## src/rtl/instruction_fetch_stage_pkg.sv

```systemverilog
// Shared definitions for the instruction fetch stage.
//   - NOP encoding (all-zero word, opcode OP_NOP)
//   - Branch-select (BS) encodings driven by the EX stage
//   - Instruction field bit ranges used by the downstream decoder
package instruction_fetch_stage_pkg;

  localparam int unsigned INSTR_W = 32;

  // Instruction field ranges
  localparam int unsigned OPCODE_MSB = 31;
  localparam int unsigned OPCODE_LSB = 25;
  localparam int unsigned OPCODE_W   = OPCODE_MSB - OPCODE_LSB + 1;

  localparam logic [OPCODE_W-1:0] OP_NOP    = '0;
  localparam logic [INSTR_W-1:0]  NOP_INSTR = '0;

  // Branch-select encodings
  localparam logic [1:0] BS_SEQ  = 2'b00;
  localparam logic [1:0] BS_COND = 2'b01;
  localparam logic [1:0] BS_REG  = 2'b10;
  localparam logic [1:0] BS_JMP  = 2'b11;

  function automatic logic [OPCODE_W-1:0] opcode_of(input logic [INSTR_W-1:0] instr);
    return instr[OPCODE_MSB:OPCODE_LSB];
  endfunction

endpackage

```

## src/rtl/instruction_fetch_stage_next_pc_mux.sv

```systemverilog
// Combinational next-PC selection for the fetch stage.
// Ports:
//   bs, ps, z       EX-stage branch select, condition invert, zero flag
//   br_addr, raa    immediate/relative target and register target
//   pc, pc_inc      current fetch PC and PC+1
//   hold            stall or imem wait: keep the PC unless redirected
//   take            redirect selected this cycle
//   next_pc         PC value to load on the next edge
module instruction_fetch_stage_next_pc_mux
  import instruction_fetch_stage_pkg::*;
#(
  parameter int unsigned PC_WIDTH = 32
) (
  input  logic [1:0]          bs,
  input  logic                ps,
  input  logic                z,
  input  logic [PC_WIDTH-1:0] br_addr,
  input  logic [PC_WIDTH-1:0] raa,
  input  logic [PC_WIDTH-1:0] pc,
  input  logic [PC_WIDTH-1:0] pc_inc,
  input  logic                hold,
  output logic                take,
  output logic [PC_WIDTH-1:0] next_pc
);

  logic [PC_WIDTH-1:0] target;

  always_comb begin
    take   = 1'b0;
    target = br_addr;
    unique case (bs)
      BS_SEQ:  take = 1'b0;
      BS_COND: take = z ^ ps;
      BS_REG: begin
        take   = 1'b1;
        target = raa;
      end
      BS_JMP:  take = 1'b1;
      default: take = 1'b0;
    endcase
  end

  // A redirect wins over hold so a branch resolved during a stall is never lost.
  always_comb begin
    next_pc = pc_inc;
    if (take) begin
      next_pc = target;
    end else if (hold) begin
      next_pc = pc;
    end
  end

endmodule

```

## src/rtl/instruction_fetch_stage.sv

```systemverilog
// IF stage: holds the fetch PC, drives the instruction-memory address and
// latches the IF/DOF pipeline register (IR, PC+1, valid).
// Ports:
//   clk, rst_n        clock, asynchronous active-low reset
//   stall             hazard hold of PC and IF/DOF register
//   imem_addr         instruction-memory address (= pc_q)
//   imem_data/ready   fetched word and its valid strobe
//   bs, ps, z         EX-stage branch controls
//   br_addr, raa      branch targets (immediate / register)
//   pc_q              current fetch PC
//   ir_q, pc_1_q      IF/DOF instruction and its PC+1 (link value)
//   ir_valid          ir_q holds a real instruction (0 = bubble)
//   branch_taken      redirect selected this cycle
// Build option: define IF_BRANCH_FLUSH_EN to squash the instruction fetched
// behind a taken branch; otherwise it executes as a delay slot.
module instruction_fetch_stage
  import instruction_fetch_stage_pkg::*;
#(
  parameter int unsigned          PC_WIDTH    = 32,
  parameter int unsigned          INSTR_WIDTH = 32,
  parameter logic [PC_WIDTH-1:0]  RESET_PC    = '0
) (
  input  logic                   clk,
  input  logic                   rst_n,
  input  logic                   stall,
  output logic [PC_WIDTH-1:0]    imem_addr,
  input  logic [INSTR_WIDTH-1:0] imem_data,
  input  logic                   imem_ready,
  input  logic [1:0]             bs,
  input  logic                   ps,
  input  logic                   z,
  input  logic [PC_WIDTH-1:0]    br_addr,
  input  logic [PC_WIDTH-1:0]    raa,
  output logic [PC_WIDTH-1:0]    pc_q,
  output logic [INSTR_WIDTH-1:0] ir_q,
  output logic [PC_WIDTH-1:0]    pc_1_q,
  output logic                   ir_valid,
  output logic                   branch_taken
);

  localparam logic [INSTR_WIDTH-1:0] NOP_WORD = INSTR_WIDTH'(NOP_INSTR);

  logic [PC_WIDTH-1:0]    pc_d;
  logic [PC_WIDTH-1:0]    pc_inc;
  logic [INSTR_WIDTH-1:0] ir_d;
  logic [PC_WIDTH-1:0]    pc_1_d;
  logic                   ir_valid_d;
  logic                   flush;

  assign pc_inc    = pc_q + PC_WIDTH'(1);
  assign imem_addr = pc_q;

  instruction_fetch_stage_next_pc_mux #(
    .PC_WIDTH (PC_WIDTH)
  ) u_next_pc_mux (
    .bs      (bs),
    .ps      (ps),
    .z       (z),
    .br_addr (br_addr),
    .raa     (raa),
    .pc      (pc_q),
    .pc_inc  (pc_inc),
    .hold    (stall | ~imem_ready),
    .take    (branch_taken),
    .next_pc (pc_d)
  );

`ifdef IF_BRANCH_FLUSH_EN
  assign flush = branch_taken;
`else
  assign flush = 1'b0;
`endif

  // IF/DOF register: flush > stall > imem wait (bubble) > load.
  always_comb begin
    ir_d       = ir_q;
    pc_1_d     = pc_1_q;
    ir_valid_d = ir_valid;
    if (flush) begin
      ir_d       = NOP_WORD;
      ir_valid_d = 1'b0;
    end else if (stall) begin
      ir_d       = ir_q;
    end else if (!imem_ready) begin
      // Bubble; pc_1_q deliberately keeps its last value.
      ir_d       = NOP_WORD;
      ir_valid_d = 1'b0;
    end else begin
      ir_d       = imem_data;
      pc_1_d     = pc_inc;
      ir_valid_d = 1'b1;
    end
  end

  always_ff @(posedge clk or negedge rst_n) begin
    if (!rst_n) begin
      pc_q     <= RESET_PC;
      ir_q     <= NOP_WORD;
      pc_1_q   <= '0;
      ir_valid <= 1'b0;
    end else begin
      pc_q     <= pc_d;
      ir_q     <= ir_d;
      pc_1_q   <= pc_1_d;
      ir_valid <= ir_valid_d;
    end
  end

endmodule

```

## config.mk

```make
export PLATFORM = sky130hd
export DESIGN_NAME = instruction_fetch_stage
export DESIGN_NICKNAME = d
export VERILOG_FILES = /design/src/rtl/instruction_fetch_stage_pkg.sv /design/src/rtl/instruction_fetch_stage_next_pc_mux.sv /design/src/rtl/instruction_fetch_stage.sv
export SDC_FILE = /design/constraint.sdc
export NUM_CORES = 1
export LEC_CHECK = 0
export BUFFER_PORTS_ARGS = -buffer_cell sky130_fd_sc_hd__buf_2
export CORE_MARGIN = 2
export CORE_UTILIZATION = 30
export CTS_CLUSTER_DIAMETER = 40
export DETAILED_ROUTE_END_ITERATION = 12
export GPL_ROUTABILITY_DRIVEN = 0
export GPL_TIMING_DRIVEN = 0
export PLACE_DENSITY = 0.58
export RECOVER_POWER = 50
export SKIP_CTS_REPAIR_TIMING = 1
export SYNTH_ARGS = -nofsm -noshare
export SYNTH_HDL_FRONTEND = slang
export SYNTH_HIERARCHICAL = 1
export SYNTH_SLANG_ARGS = --single-unit
```

## constraint.sdc

```tcl
create_clock -name clk -period 6.3 [get_ports clk]
set_input_delay 0.945 -clock clk [delete_from_list [all_inputs] [get_ports clk]]
set_output_delay 0.945 -clock clk [all_outputs]
set_load 0.05 [all_outputs]
```

---- Word level (Yosys, flattened, before mapping) ----
Cells that the tools add are included.
word-level totals
  bits in registers ....................... 97
  logic and storage cells ................. 22
  bits of input ports ..................... 104
  output and inout port bits .............. 130
operators by class
  bitwise operators ....................... 4
  reductions and logical operators ........ 3
  $add $sub $neg .......................... 1
  mux-type cells .......................... 6
  equal/unequal tests ..................... 4
operator list
  operator                                                               number
  32-bit 2-to-1 mux                                                      4
  32-bit by 1-bit adder with 32-bit output, second input constant        1
  2-bit equality test, second input constant                             2
  1-bit case mux with 3 select lines                                     1
  2-bit by 1-bit equality test with 1-bit output, second input constant  1
  2-bit logical NOT                                                      1
  2-bit != test, second input constant                                   1
  1-bit NOT                                                              2
  2-bit AND reduction                                                    1
  2-bit OR reduction                                                     1
  1-bit 2-to-1 mux                                                       1
  1-bit bitwise OR                                                       1
  1-bit XOR                                                              1

---- Logic depth before layout (Yosys ltp) ----
  depth in word-level cells ............... 4
  mapped depth ............................ 8
  mapped depth without buffers ............ 7

---- Modules after synthesis ----
The synthesis kept the hierarchy.
modules (own cells, without submodules)
  module                               area each (sq um)  cells each  instances  sequential area each (sq um)
  instruction_fetch_stage              4300.4             437         1          2427.3
  instruction_fetch_stage_next_pc_mux  1201.2             185         1          0.0

---- Worst setup path after synthesis ----
Ideal clock, no wire load.
  kind .................................... flip-flop to flip-flop
  start point ............................. reg pc_q[0] (netlist: imem_addr[0])
  end point ............................... reg pc_q[16] (netlist: imem_addr[16])
  required time ........................... 6.196 ns
  cell stages (with the launch flop) ...... 9
  path slack .............................. 3.575 ns
  path buffers ............................ 1
  library setup time ...................... 0.104 ns
  arrival ................................. 2.621 ns
  clock period less this slack ............ 2.725 ns
  cells stage by stage .................... dfrtp_1 ha_1 nand4_1 or4_1 clkbuf_1 or3_1 nand2_1 mux2i_1 a221oi_1
between the ends
  cells in the longest elaborated chain, start to end .. 3
RTL lines
  item                                      line                                       source
  start, declared                           instruction_fetch_stage.sv:34              output logic [PC_WIDTH-1:0] pc_q,
  start signal, assigned                    instruction_fetch_stage.sv:102             pc_q <= pc_d;
  32-bit by 1-bit adder with 32-bit output  instruction_fetch_stage.sv:50              assign pc_inc = pc_q + PC_WIDTH'(1);
  via pc_inc[16]                            instruction_fetch_stage.sv:44              logic [PC_WIDTH-1:0] pc_inc;
  32-bit 2-to-1 mux                         instruction_fetch_stage_next_pc_mux.sv:48  end else if (hold) begin
  32-bit 2-to-1 mux                         instruction_fetch_stage_next_pc_mux.sv:46  if (take) begin
  via pc_d[16]                              instruction_fetch_stage.sv:43              logic [PC_WIDTH-1:0] pc_d;
The timed path passes the listed nets, and every way through them passes these cells. The select of a mux whose other input is x is not followed.
A chain may end at the register's enable or synchronous reset.

---- Worst setup path after layout ----
  start point ............................. in ps
  end point ............................... out branch_taken
between the ends
  cells in the longest elaborated chain, start to end .. 2
RTL lines
  item                                line                                       source
  start, declared                     instruction_fetch_stage.sv:30              input logic ps,
  1-bit XOR                           instruction_fetch_stage_next_pc_mux.sv:33  BS_COND: take = z ^ ps;
  1-bit case mux with 3 select lines  instruction_fetch_stage_next_pc_mux.sv:31  unique case (bs)
  end, declared                       instruction_fetch_stage.sv:38              output logic branch_taken
No other way between the ends.

==> impl_metrics.env <==
export IMPL_maxCapViolCount=1
export IMPL_wl_per_cell_um=16.9
export IMPL_die_w_um=139
export IMPL_fin_crit_ns=3.19
export IMPL_violations="max-capacitance violations, max-slew violations"
export IMPL_cts_clk_slew_worst_paths_ns=0.07
export IMPL_multi_input_area_sq_um=2620
export IMPL_yosysTopAreaCellShare_pct=44.1
export IMPL_postSynthNetCount=727
export IMPL_total_leakage_power_nw=3.42
export IMPL_via_per_inst=4.93
export IMPL_setup_worst_path_class="primary input to output pin"
export IMPL_fmax_ghz=0.313
export IMPL_holdWs_ns=0.482
export IMPL_die_y_um=139
export IMPL_netlist_instances=622
export IMPL_synth_edf_count=0
export IMPL_dp_hpwl_um=14500
export IMPL_end_kind="output pin"
export IMPL_clockBufferDepth=2
export IMPL_yosysTopAreaCell="dfrtp_1"
export IMPL_rows=49
export IMPL_relSlewSlack_pct=-36.0
export IMPL_htree_levels=3
export IMPL_cts_tree="built"
export IMPL_grt_pass1_wl_um=29100
export IMPL_area_growth_syn_to_layout_pct=31.2
export IMPL_synth_warnings=6
export IMPL_seq_area_sq_um=2430
export IMPL_drv_slew=35
export IMPL_crit_fanout=10
export IMPL_crit_required_ns=5.35
export IMPL_numCtsBuffers=9
export IMPL_ys_async_sr_fraction_pct=100
export IMPL_finalSetupTns_ns=0
export IMPL_rsz0062_at_grt="no"
export IMPL_clock_sinks=97
export IMPL_syn_area_sq_um=5500
export IMPL_layout_nets=970
export IMPL_power_density_nw_per_um2=316
export IMPL_ios=234
export IMPL_status="complete, but fails checks"
export IMPL_grt_max_degree=64
export IMPL_via_count=5420
export IMPL_postLayoutCoreUtil_pct=40.2
export IMPL_hold_viol=0
export IMPL_tightest_slew_ns=2.04
export IMPL_ys_ff_latch=97
export IMPL_drive_gt1_share_pct=31.1
export IMPL_arrival_ns=2.25
export IMPL_wl_um=18600
export IMPL_antenna_diode_count=0
export IMPL_grt_total_usage_pct=19.0
export IMPL_first_pass_iters=5
export IMPL_ir_drop_v=0.000189
export IMPL_die_area_sq_um=19400
export IMPL_finalCritPeriodShare_pct=50.7
export IMPL_total_power_mw=2.28
export IMPL_ant_nets=0
export IMPL_worstSetupStartpointType="primary input"
export IMPL_core_area_sq_um=18000
export IMPL_port_buffers=231
export IMPL_drtIter0Drc=278
export IMPL_setup_viol=0
export IMPL_initial_core_util_pct=30.6
export IMPL_synth_avg_cell_area_sq_um=8.84
export IMPL_skew_ns=0.00961
export IMPL_grt_overflow_total=0
export IMPL_synth_flop_cell="dfrtp_1"
export IMPL_grt_pass1_vias=5296
export IMPL_clk_latency_ns=0.35
export IMPL_antenna_found_initial=0
export IMPL_hp_class="flip-flop to flip-flop"
export IMPL_fill_cells=1871
export IMPL_synthTopCellsByArea="dfrtp_1 (44%), nand2_1 (7.2%), o21ai_0 (6.5%), mux2i_1 (5.8%), a221oi_1 (5.1%)"
export IMPL_synth_distinct_cells=43
export IMPL_drcViolationCount=0
export IMPL_cts_root_buf="clkbuf_16"
export IMPL_yosysSeqAreaShare_pct=44.1
==> flip-flops by register name, indices dropped and copies added (netlist names) <==
| signal | flops |
|---|---|
| imem_addr | 32 |
| ir_q | 32 |
| ir_valid | 1 |
| pc_1_q | 32 |
==> cells in the final DEF, fill, tap and decap left out, drive strengths merged, types with 9 or more instances in the layout <==
| cell type | count |
|---|---|
| dfrtp | 97 |
| nor2 | 57 |
| a221oi | 32 |
| mux2i | 32 |
| clkbuf | 78 |
| buf | 242 |
| o21ai | 72 |
| nand3 | 14 |
| nand2 | 106 |
| nand2b | 32 |
| nand4 | 10 |
| a31oi | 17 |
| xor2 | 9 |
==> layout make-up <==
class	count	area share [%]
sequential	97	33.6
buffer	75	5.87
clock buffer	13	3.74
clock inverter	3	0.329
inverter	7	0.364
multi-input combinational	443	36.3
timing repair buffer	232	15.8
tap	229	3.97
==> power breakdown <==
| group | switching [mW] | internal, mW | total [mW] |
|---|---|---|---|
| Clock | 0.244 | 0.301 | 0.545 |
| Combinational | 0.674 | 0.245 | 0.920 |
| Sequential | 0.103 | 0.711 | 0.814 |
| Total | 1.02 | 1.26 | 2.28 |
==> final timing paths <==
kind / depth (start not counted) / endpoint / startpoint / slack, ns
setup / recovery: 6 / branch_taken / ps / 3.11
hold / removal: 2 / pc_1_q[3] / pc_1_q[3] / 0.48
setup reg to reg: 7 / imem_addr[30] / imem_addr[0] / 3.21
hold reg to reg: 2 / pc_1_q[3] / pc_1_q[3] / 0.48
max in group asynchronous: 1 / ir_q[20] / rst_n / 3.95
min in group asynchronous: 1 / ir_q[25] / rst_n / 1.17
==> kinds of logic after synthesis <==
family | synth area share (%)
adder cells (fa/ha/maj) | 0.227
AND/OR/NAND/NOR | 22.1
AO/OA/AOI/OAI | 15.5
buffers and inverters | 8.19
flip-flops | 44.1
multiplexers | 7.46
XOR/XNOR | 2.39
==> routing by layer <==
metal	vias up	track usage, %	wire length [um]
met4	0	3.08	133
met2	227	32.4	8940
met1	2523	24.1	7980
met5	-	0	0
met3	9	5.78	1540
li1	2661	-	-
==> Yosys cell counts (8+ instances only) <==
cell and n:
a221oi_1 32, a31oi_1 17, buf_2 12, buf_4 32, clkbuf_1 29, dfrtp_1 97
mux2_2 8, mux2i_1 32, nand2_1 106, nand2b_1 32, nand3_1 12, nand4_1 10
nor2_1 57, o21ai_0 72, o31ai_1 8, xor2_1 9
==> stage by stage <==
stage                     std cells  area [sq um]  setup slack [ns]
after global placement         1082          6940              3.13
final                          1099          7220              3.11
after CTS                      1099          7270              3.12
after detailed placement       1083          6970              3.13
after floorplan                 622          5500              3.58
after global routing           1099          7220              2.99
==> critical path, stage by stage <==
cell     delay [ns]
buf_2          0.11
xor2_1         0.15
a21oi_1        0.46
buf_2          0.34
inv_2          0.04
buf_2          0.20
Power figures use the tool's default switching activity.
